File: config.mk
export PLATFORM = sky130hd
export DESIGN_NAME = instr_sequencer
export DESIGN_NICKNAME = d
export VERILOG_FILES = /design/src/rtl/instr_sequencer.sv
export SDC_FILE = /design/constraint.sdc
export NUM_CORES = 1
export LEC_CHECK = 0
export ABC_CLOCK_PERIOD_IN_PS = 2850
export CAP_MARGIN = 40
export CORE_MARGIN = 3
export CORE_UTILIZATION = 45
export CTS_BUF_LIST = sky130_fd_sc_hd__clkbuf_4 sky130_fd_sc_hd__clkbuf_8
export DETAILED_ROUTE_END_ITERATION = 10
export PLACE_DENSITY_LB_ADDON = 0.2
export RECOVER_POWER = 100
export SYNTH_ARGS = -nofsm -noshare
export SYNTH_HDL_FRONTEND = slang
export SYNTH_SLANG_ARGS = --single-unit
File: constraint.sdc
create_clock -name clk -period 2.85 [get_ports clk]
set_input_delay 0.4275 -clock clk [delete_from_list [all_inputs] [get_ports clk]]
set_output_delay 0.4275 -clock clk [all_outputs]
set_load 0.02 [all_outputs]
File: src/rtl/instr_sequencer.sv
// -----------------------------------------------------------------------------
// instr_sequencer
// Multi-cycle control front end for the regfile/ALU datapath. Fetches 32-bit
// instructions over a req/ack memory port, decodes ADDI/ADD/BNE, drives the
// register-file addresses, write enable and immediate, and resolves BNE
// branches from the datapath EQ flag.
// FSM: FETCH -> DECODE -> EXEC -> FETCH, HALT is terminal until rst.
//
// Ports:
//   clk, rst              single rising-edge clock, async active-high reset
//   imem_req/imem_addr    fetch request and address (address = pc)
//   imem_ack/imem_rdata   fetch data valid strobe and instruction word
//   AD1/AD2/AD3           rs1 / rs2 / rd register addresses
//   WE3                   register write enable (one EXEC cycle)
//   ALUsrc                1 = Immop is ALU operand 2, 0 = RD2
//   Immop                 sign-extended immediate
//   EQ                    datapath flag, ALU operand1 == operand2
//   pc                    current program counter
//   halted                sticky halt indicator
//
// Optional feature: define INSTRET_CNT_EN to add the 32-bit 'instret' output,
// a retired-instruction counter (zero on reset, frozen in HALT).
// -----------------------------------------------------------------------------
module instr_sequencer #(
   parameter int                  DATA_WIDTH = 32,
   parameter int                  ADD_WIDTH  = 5,
   parameter int                  PC_WIDTH   = 32,
   parameter logic [PC_WIDTH-1:0] RESET_PC   = {PC_WIDTH{1'b0}}
) (
   input  logic                  clk,
   input  logic                  rst,
   output logic                  imem_req,
   output logic [PC_WIDTH-1:0]   imem_addr,
   input  logic                  imem_ack,
   input  logic [31:0]           imem_rdata,
   output logic [ADD_WIDTH-1:0]  AD1,
   output logic [ADD_WIDTH-1:0]  AD2,
   output logic [ADD_WIDTH-1:0]  AD3,
   output logic                  WE3,
   output logic                  ALUsrc,
   output logic [DATA_WIDTH-1:0] Immop,
   input  logic                  EQ,
   output logic [PC_WIDTH-1:0]   pc,
   output logic                  halted
`ifdef INSTRET_CNT_EN
   ,
   output logic [31:0]           instret
`endif
);

   typedef enum logic [1:0] {
      ST_FETCH  = 2'd0,
      ST_DECODE = 2'd1,
      ST_EXEC   = 2'd2,
      ST_HALT   = 2'd3
   } state_t;

   typedef enum logic [1:0] {
      K_BAD  = 2'd0,
      K_ADDI = 2'd1,
      K_ADD  = 2'd2,
      K_BNE  = 2'd3
   } kind_t;

   // Classify an instruction word; anything not recognised is K_BAD.
   function automatic kind_t decode_kind(input logic [31:0] w);
      kind_t k;
      k = K_BAD;
      if ((w[6:0] == 7'b0010011) && (w[14:12] == 3'b000)) begin
         k = K_ADDI;
      end else if ((w[6:0] == 7'b0110011) && (w[14:12] == 3'b000) && (w[31:25] == 7'b0000000)) begin
         k = K_ADD;
      end else if ((w[6:0] == 7'b1100011) && (w[14:12] == 3'b001)) begin
         k = K_BNE;
      end else begin
         k = K_BAD;
      end
      return k;
   endfunction

   state_t                state_r, state_s;
   kind_t                 kind_r, kind_s;
   logic [PC_WIDTH-1:0]   pc_r, pc_s, tgt_s;
   logic                  req_r, req_s;
   logic                  we3_r, we3_s;
   logic [ADD_WIDTH-1:0]  ad1_r, ad1_s, ad2_r, ad2_s, ad3_r, ad3_s;
   logic                  alusrc_r, alusrc_s;
   logic [DATA_WIDTH-1:0] imm_r, imm_s;
   logic                  halted_r, halted_s;
`ifdef INSTRET_CNT_EN
   logic [31:0]           instret_r, instret_s;
`endif

   // Next-state and next-output logic; decode happens on the accepting fetch
   // edge so the register addresses are already valid during DECODE.
   always_comb begin
      state_s  = state_r;
      kind_s   = kind_r;
      pc_s     = pc_r;
      req_s    = req_r;
      we3_s    = 1'b0;
      ad1_s    = ad1_r;
      ad2_s    = ad2_r;
      ad3_s    = ad3_r;
      alusrc_s = alusrc_r;
      imm_s    = imm_r;
      halted_s = halted_r;
      tgt_s    = pc_r + PC_WIDTH'(32'd4);
`ifdef INSTRET_CNT_EN
      instret_s = instret_r;
`endif
      case (state_r)
         ST_FETCH: begin
            // An ack only counts while our request is actually up.
            if (req_r && imem_ack) begin
               req_s   = 1'b0;
               kind_s  = decode_kind(imem_rdata);
               state_s = ST_DECODE;
               case (kind_s)
                  K_ADDI: begin
                     ad1_s    = ADD_WIDTH'(imem_rdata[19:15]);
                     ad2_s    = {ADD_WIDTH{1'b0}};
                     ad3_s    = ADD_WIDTH'(imem_rdata[11:7]);
                     alusrc_s = 1'b1;
                     imm_s    = {{(DATA_WIDTH-12){imem_rdata[31]}}, imem_rdata[31:20]};
                  end
                  K_ADD: begin
                     ad1_s    = ADD_WIDTH'(imem_rdata[19:15]);
                     ad2_s    = ADD_WIDTH'(imem_rdata[24:20]);
                     ad3_s    = ADD_WIDTH'(imem_rdata[11:7]);
                     alusrc_s = 1'b0;
                     imm_s    = {DATA_WIDTH{1'b0}};
                  end
                  K_BNE: begin
                     ad1_s    = ADD_WIDTH'(imem_rdata[19:15]);
                     ad2_s    = ADD_WIDTH'(imem_rdata[24:20]);
                     ad3_s    = {ADD_WIDTH{1'b0}};
                     alusrc_s = 1'b0;
                     imm_s    = {{(DATA_WIDTH-13){imem_rdata[31]}}, imem_rdata[31], imem_rdata[7],
                                 imem_rdata[30:25], imem_rdata[11:8], 1'b0};
                  end
                  default: begin
                     // Illegal word: datapath controls keep their last values.
                     alusrc_s = alusrc_r;
                  end
               endcase
            end else begin
               req_s = 1'b1;
            end
         end
         ST_DECODE: begin
            if (kind_r == K_BAD) begin
               state_s  = ST_HALT;
               halted_s = 1'b1;
            end else begin
               state_s = ST_EXEC;
               // Writes to x0 are suppressed rather than issued.
               we3_s   = (kind_r != K_BNE) && (ad3_r != {ADD_WIDTH{1'b0}});
            end
         end
         ST_EXEC: begin
            if ((kind_r == K_BNE) && !EQ) begin
               tgt_s = pc_r + imm_r[PC_WIDTH-1:0];
            end else begin
               tgt_s = pc_r + PC_WIDTH'(32'd4);
            end
            // A target that is not word aligned stops the machine in place.
            if (tgt_s[1]) begin
               state_s  = ST_HALT;
               halted_s = 1'b1;
               req_s    = 1'b0;
            end else begin
               pc_s    = tgt_s;
               state_s = ST_FETCH;
               req_s   = 1'b1;
`ifdef INSTRET_CNT_EN
               instret_s = instret_r + 32'd1;
`endif
            end
         end
         ST_HALT: begin
            halted_s = 1'b1;
            req_s    = 1'b0;
         end
         default: begin
            state_s  = ST_HALT;
            halted_s = 1'b1;
            req_s    = 1'b0;
         end
      endcase
   end

   // State and registered-output update with asynchronous reset.
   always_ff @(posedge clk or posedge rst) begin
      if (rst) begin
         state_r  <= ST_FETCH;
         kind_r   <= K_BAD;
         pc_r     <= RESET_PC;
         req_r    <= 1'b0;
         we3_r    <= 1'b0;
         ad1_r    <= {ADD_WIDTH{1'b0}};
         ad2_r    <= {ADD_WIDTH{1'b0}};
         ad3_r    <= {ADD_WIDTH{1'b0}};
         alusrc_r <= 1'b0;
         imm_r    <= {DATA_WIDTH{1'b0}};
         halted_r <= 1'b0;
`ifdef INSTRET_CNT_EN
         instret_r <= 32'd0;
`endif
      end else begin
         state_r  <= state_s;
         kind_r   <= kind_s;
         pc_r     <= pc_s;
         req_r    <= req_s;
         we3_r    <= we3_s;
         ad1_r    <= ad1_s;
         ad2_r    <= ad2_s;
         ad3_r    <= ad3_s;
         alusrc_r <= alusrc_s;
         imm_r    <= imm_s;
         halted_r <= halted_s;
`ifdef INSTRET_CNT_EN
         instret_r <= instret_s;
`endif
      end
   end

   assign imem_req  = req_r;
   assign imem_addr = pc_r;
   assign pc        = pc_r;
   assign AD1       = ad1_r;
   assign AD2       = ad2_r;
   assign AD3       = ad3_r;
   assign WE3       = we3_r;
   assign ALUsrc    = alusrc_r;
   assign Immop     = imm_r;
   assign halted    = halted_r;
`ifdef INSTRET_CNT_EN
   assign instret   = instret_r;
`endif

endmodule

==> metrics list <==
- Leading cell type in the layout, fill and taps excluded: dlygate4sd3_1
- Yosys reg bits: 67
- Routed met1 length: about 7.5 mm
* Max_slew headroom: between 10% and 20%
- Total standard cell area after synthesis: ~5600 um^2
- Cells with a size suffix above 1 make up between 10% and 20% of the layout.
* Top flip-flop cell by instance count after synthesis: dfrtp_1
- The floorplan has 40 rows.
- In the routed design, unresolved DRC markers number 0.
- Share of flip-flops with an asynchronous set or reset after synthesis: between 90% and 100%
- Summed over all layers, the routed wires come to ~18 mm.
- In this run the worst path has a maximum fanout of 7.
- Ordered cell list for the critical path: buf_2, ha_1, buf_4, a21o_1, a21oi_1, o21ai_0, a311oi_1, a31oi_2, clkbuf_4, nor4_2, a31oi_1, o211ai_1
- STA puts the critical path data required time at between 3000 and 4000 ps.
* Die Area: between 10,000 and 15,000 um^2
- TritonCTS Sinks: 67
- The floorplan step set the die height to about 120 um.
- The synthesized design contains 0 enable-type register cells.
* Commonest cells after routing, fill and taps aside: dlygate4sd3_1, nand2_1, dfrtp_1
- The number of pins with negative max-slew slack in the final report came to 0.
- Post-synth cell types: between 70 and 80
* Class of the tightest hold or removal check: register to register
* Post-Route Skew: ~13 ps
- Floorplan Core Area: between 10,000 and 15,000 um^2
- The first global-routing pass estimated approximately 29 mm of wire.
* Critical path start-end classification: register to register
- The finished cells cover 7470 um^2.
- Mapped Cells: a little under 700
- The run finished with clean final reports.
- Proportion of synthesized chip area in sequential cells: between 30% and 40%
- In this run the count of I/O pins placed on the die edge is about 150.
- CTS built an H-tree with a depth of 3.
- In the detailed route, the total length drawn on met3 is 1.233 mm.
- Fraction of synthesized cell area taken by the top area cell type: between 30% and 40%
* Number of detailed-route iterations in the first pass: 5
- CTS placed an instance of clkbuf_8 at the clock tree root.
* Data arrival at the endpoint of the critical path: between 3000 and 4000 ps
- Port-buffer cells: 148
* Max VDD drop: ~0.2 mV
* Power density over the cells: between 200 and 250 nW/um^2
- Relative area change from synthesis to final layout: 33.98%
- Worst slew pin tran: 1211 ps
- Setup repair after global routing could not meet its margin everywhere.
- Drt initial violations: ~450
* Total power: between 1.5 and 2 mW
- The biggest area contributor in the post-synthesis netlist is dfrtp_1.
* Average detailed-routed wire length per instance: approximately 18 um
* Number of vias per cell: 5.753
* Final #Nets: about 900
- Routability-driven placement finished with a final weighted congestion of between 0.9 and 1.
* Via count of the first global-routing pass: 5,742
- The Yosys step of the flow raised 0 warnings.
- Final cycle utilization of the critical path: around 96%
* Total half-perimeter wirelength after legalization and detailed placement: between 10 and 15 mm
- The filler cells instantiated in the layout total around 1,100.
- Clock transition at the registers of the reported paths: around 80 ps
- Setup violations remaining at the end of the flow were counted as 0.
* Pin count of the biggest net entering global routing: 35
* Count of max-cap constraint violations: 0
- The initial antenna violation count came to 0.
* Initial standard-cell utilization of the core: between 40% and 50%
- The smallest clock period supported by the final layout is computed as around 2700 ps.
- Critical Path End Type: register
* Setup crit start kind: register
- Instance area at placement: 7218 um^2
- Routed signal wires occupy layers up through met4.
- A synthesized cell averages about 8.1 um^2.
- Counting the buffers created by CTS gives 9.
* Delay contributed by the slowest stage of the critical path: 510 ps
- Clock Path Buffers: 2
* Critical path's slowest cell: dfrtp_4
- Total congestion overflow after global routing: 0
* Met2 wire length: between 8 and 9 mm
* Final ANT Viol Nets: 0
- In this run, post-CTS hold repair placed 0 buffers.
- Yosys attributes the largest share of cell area to dfrtp_1, ha_1, buf_4, a21oi_1, nand2_1.
* Diodes inserted: 0
- Global routing used between 20% and 30% of the available tracks across all layers.
- Detailed routing inserted a total of roughly 5,800 vias.
* F_max: around 370 MHz
* Insertion delay to the later sink of the worst-skew pair: 380 ps
- TritonCTS built the clock tree.
* Cell leakage power: roughly 3.6 nW
* Chip width: 117.3 um
- The tightest hold path in the finished design has a slack of ~450 ps.
- Hold Fails Final Rpt: 0
report_power, final:
part	internal (mW)	switching (mW)
clock network	0.406	0.413
logic	0.0452	0.0373
registers	0.950	0
total	1.40	0.451
cell usage after synthesis (all sizes together) (3+ instances only):
cell and number:
xor2 10, a311oi 5, mux2 8, ha 37, nor3 17, nor4 7, nand4 12, o21ai 60
nand2b 5, or3 3, a221o 6, nand2 84, o21a 10, or2 6, inv 10, buf 60
o211ai 5, a22o 3, a31oi 11, dfrtp 67, nor2b 8, a21o 21, clkbuf 23, nor2 48
xnor2 11, a211oi 3, nand3 21, and2 4, a21oi 66, o22ai 9, and3 11
area by class of cell:
cell class | instances | area (um^2) | area share, %
clock inverters | 5 | 55.05 | 0.7370
multi-input cells | 532 | 3437 | 46.01
inverters | 10 | 37.54 | 0.5025
repair buffers | 209 | 1918 | 25.68
clock buffers | 10 | 131.4 | 1.759
flip-flops and latches | 67 | 1680 | 22.50
well taps | 168 | 210.2 | 2.814
state kept, by name, summed over array words and instances (netlist names):
| register | flops |
|---|---|
| imem_addr | 31 |
| AD2 | 5 |
| WE3 | 1 |
| AD3 | 5 |
| state_r | 2 |
| ALUsrc | 1 |
| AD1 | 5 |
| Immop | 13 |
| kind_r | 2 |
| halted | 1 |
| imem_req | 1 |
kinds of logic after synthesis:
group	after synthesis	synth area share [%]
compound gates	226	26.10
xor+xnor	21	3.299
fa+ha+maj	37	8.303
buf+inv	93	9.897
flops	67	30.07
mux	10	1.975
other cells	1	0.06726
simple gates	236	20.29
per-layer routing:
layer	GRT usage, %	up-vias
li1	-	2755
met1	30.85	2750
met2	42.74	218
met3	5.207	36
met4	10.56	0
met5	0	-
worst max-delay path, delay by kind of cell (launching register included):
kind,cells,cell delay [ps]
buffers and inverters,3,510
AND/OR/NAND/NOR,1,230
AO/OA/AOI/OAI,7,1090
flip-flops,1,510
adder cells (fa/ha/maj),1,300
what timing repair did:
item	CTS	global route
setup buffers	0	5
gates resized for setup	1	15
pin swaps	1	5
setup endpoints to repair	2	8
final timing paths:
check	start	slack [ps]	depth (start not counted)	endpoint
max in group asynchronous	rst	760	3	imem_addr[14]
max	Immop[30]	130	12	imem_addr[31]
max reg2reg	Immop[30]	130	12	imem_addr[31]
min reg2reg	halted	450	1	halted
min in group asynchronous	rst	640	2	imem_req
min	halted	450	1	halted
stage by stage:
stage / setup WS, ps / util [%] / TNS [ps] / std cells
finish: 127.3 / 61.93 / 0 / 1001
floorplan: -15.43 / - / -20.10 / 692
global placement: 15.87 / 59.84 / 0 / 981
global route: -49.77 / 61.93 / -71.90 / 1001
detailed placement: -77.02 / 59.84 / -99.81 / 981
CTS: 7.901 / 61.42 / 0 / 996
No activity file was read; power rests on OpenSTA's default activity.
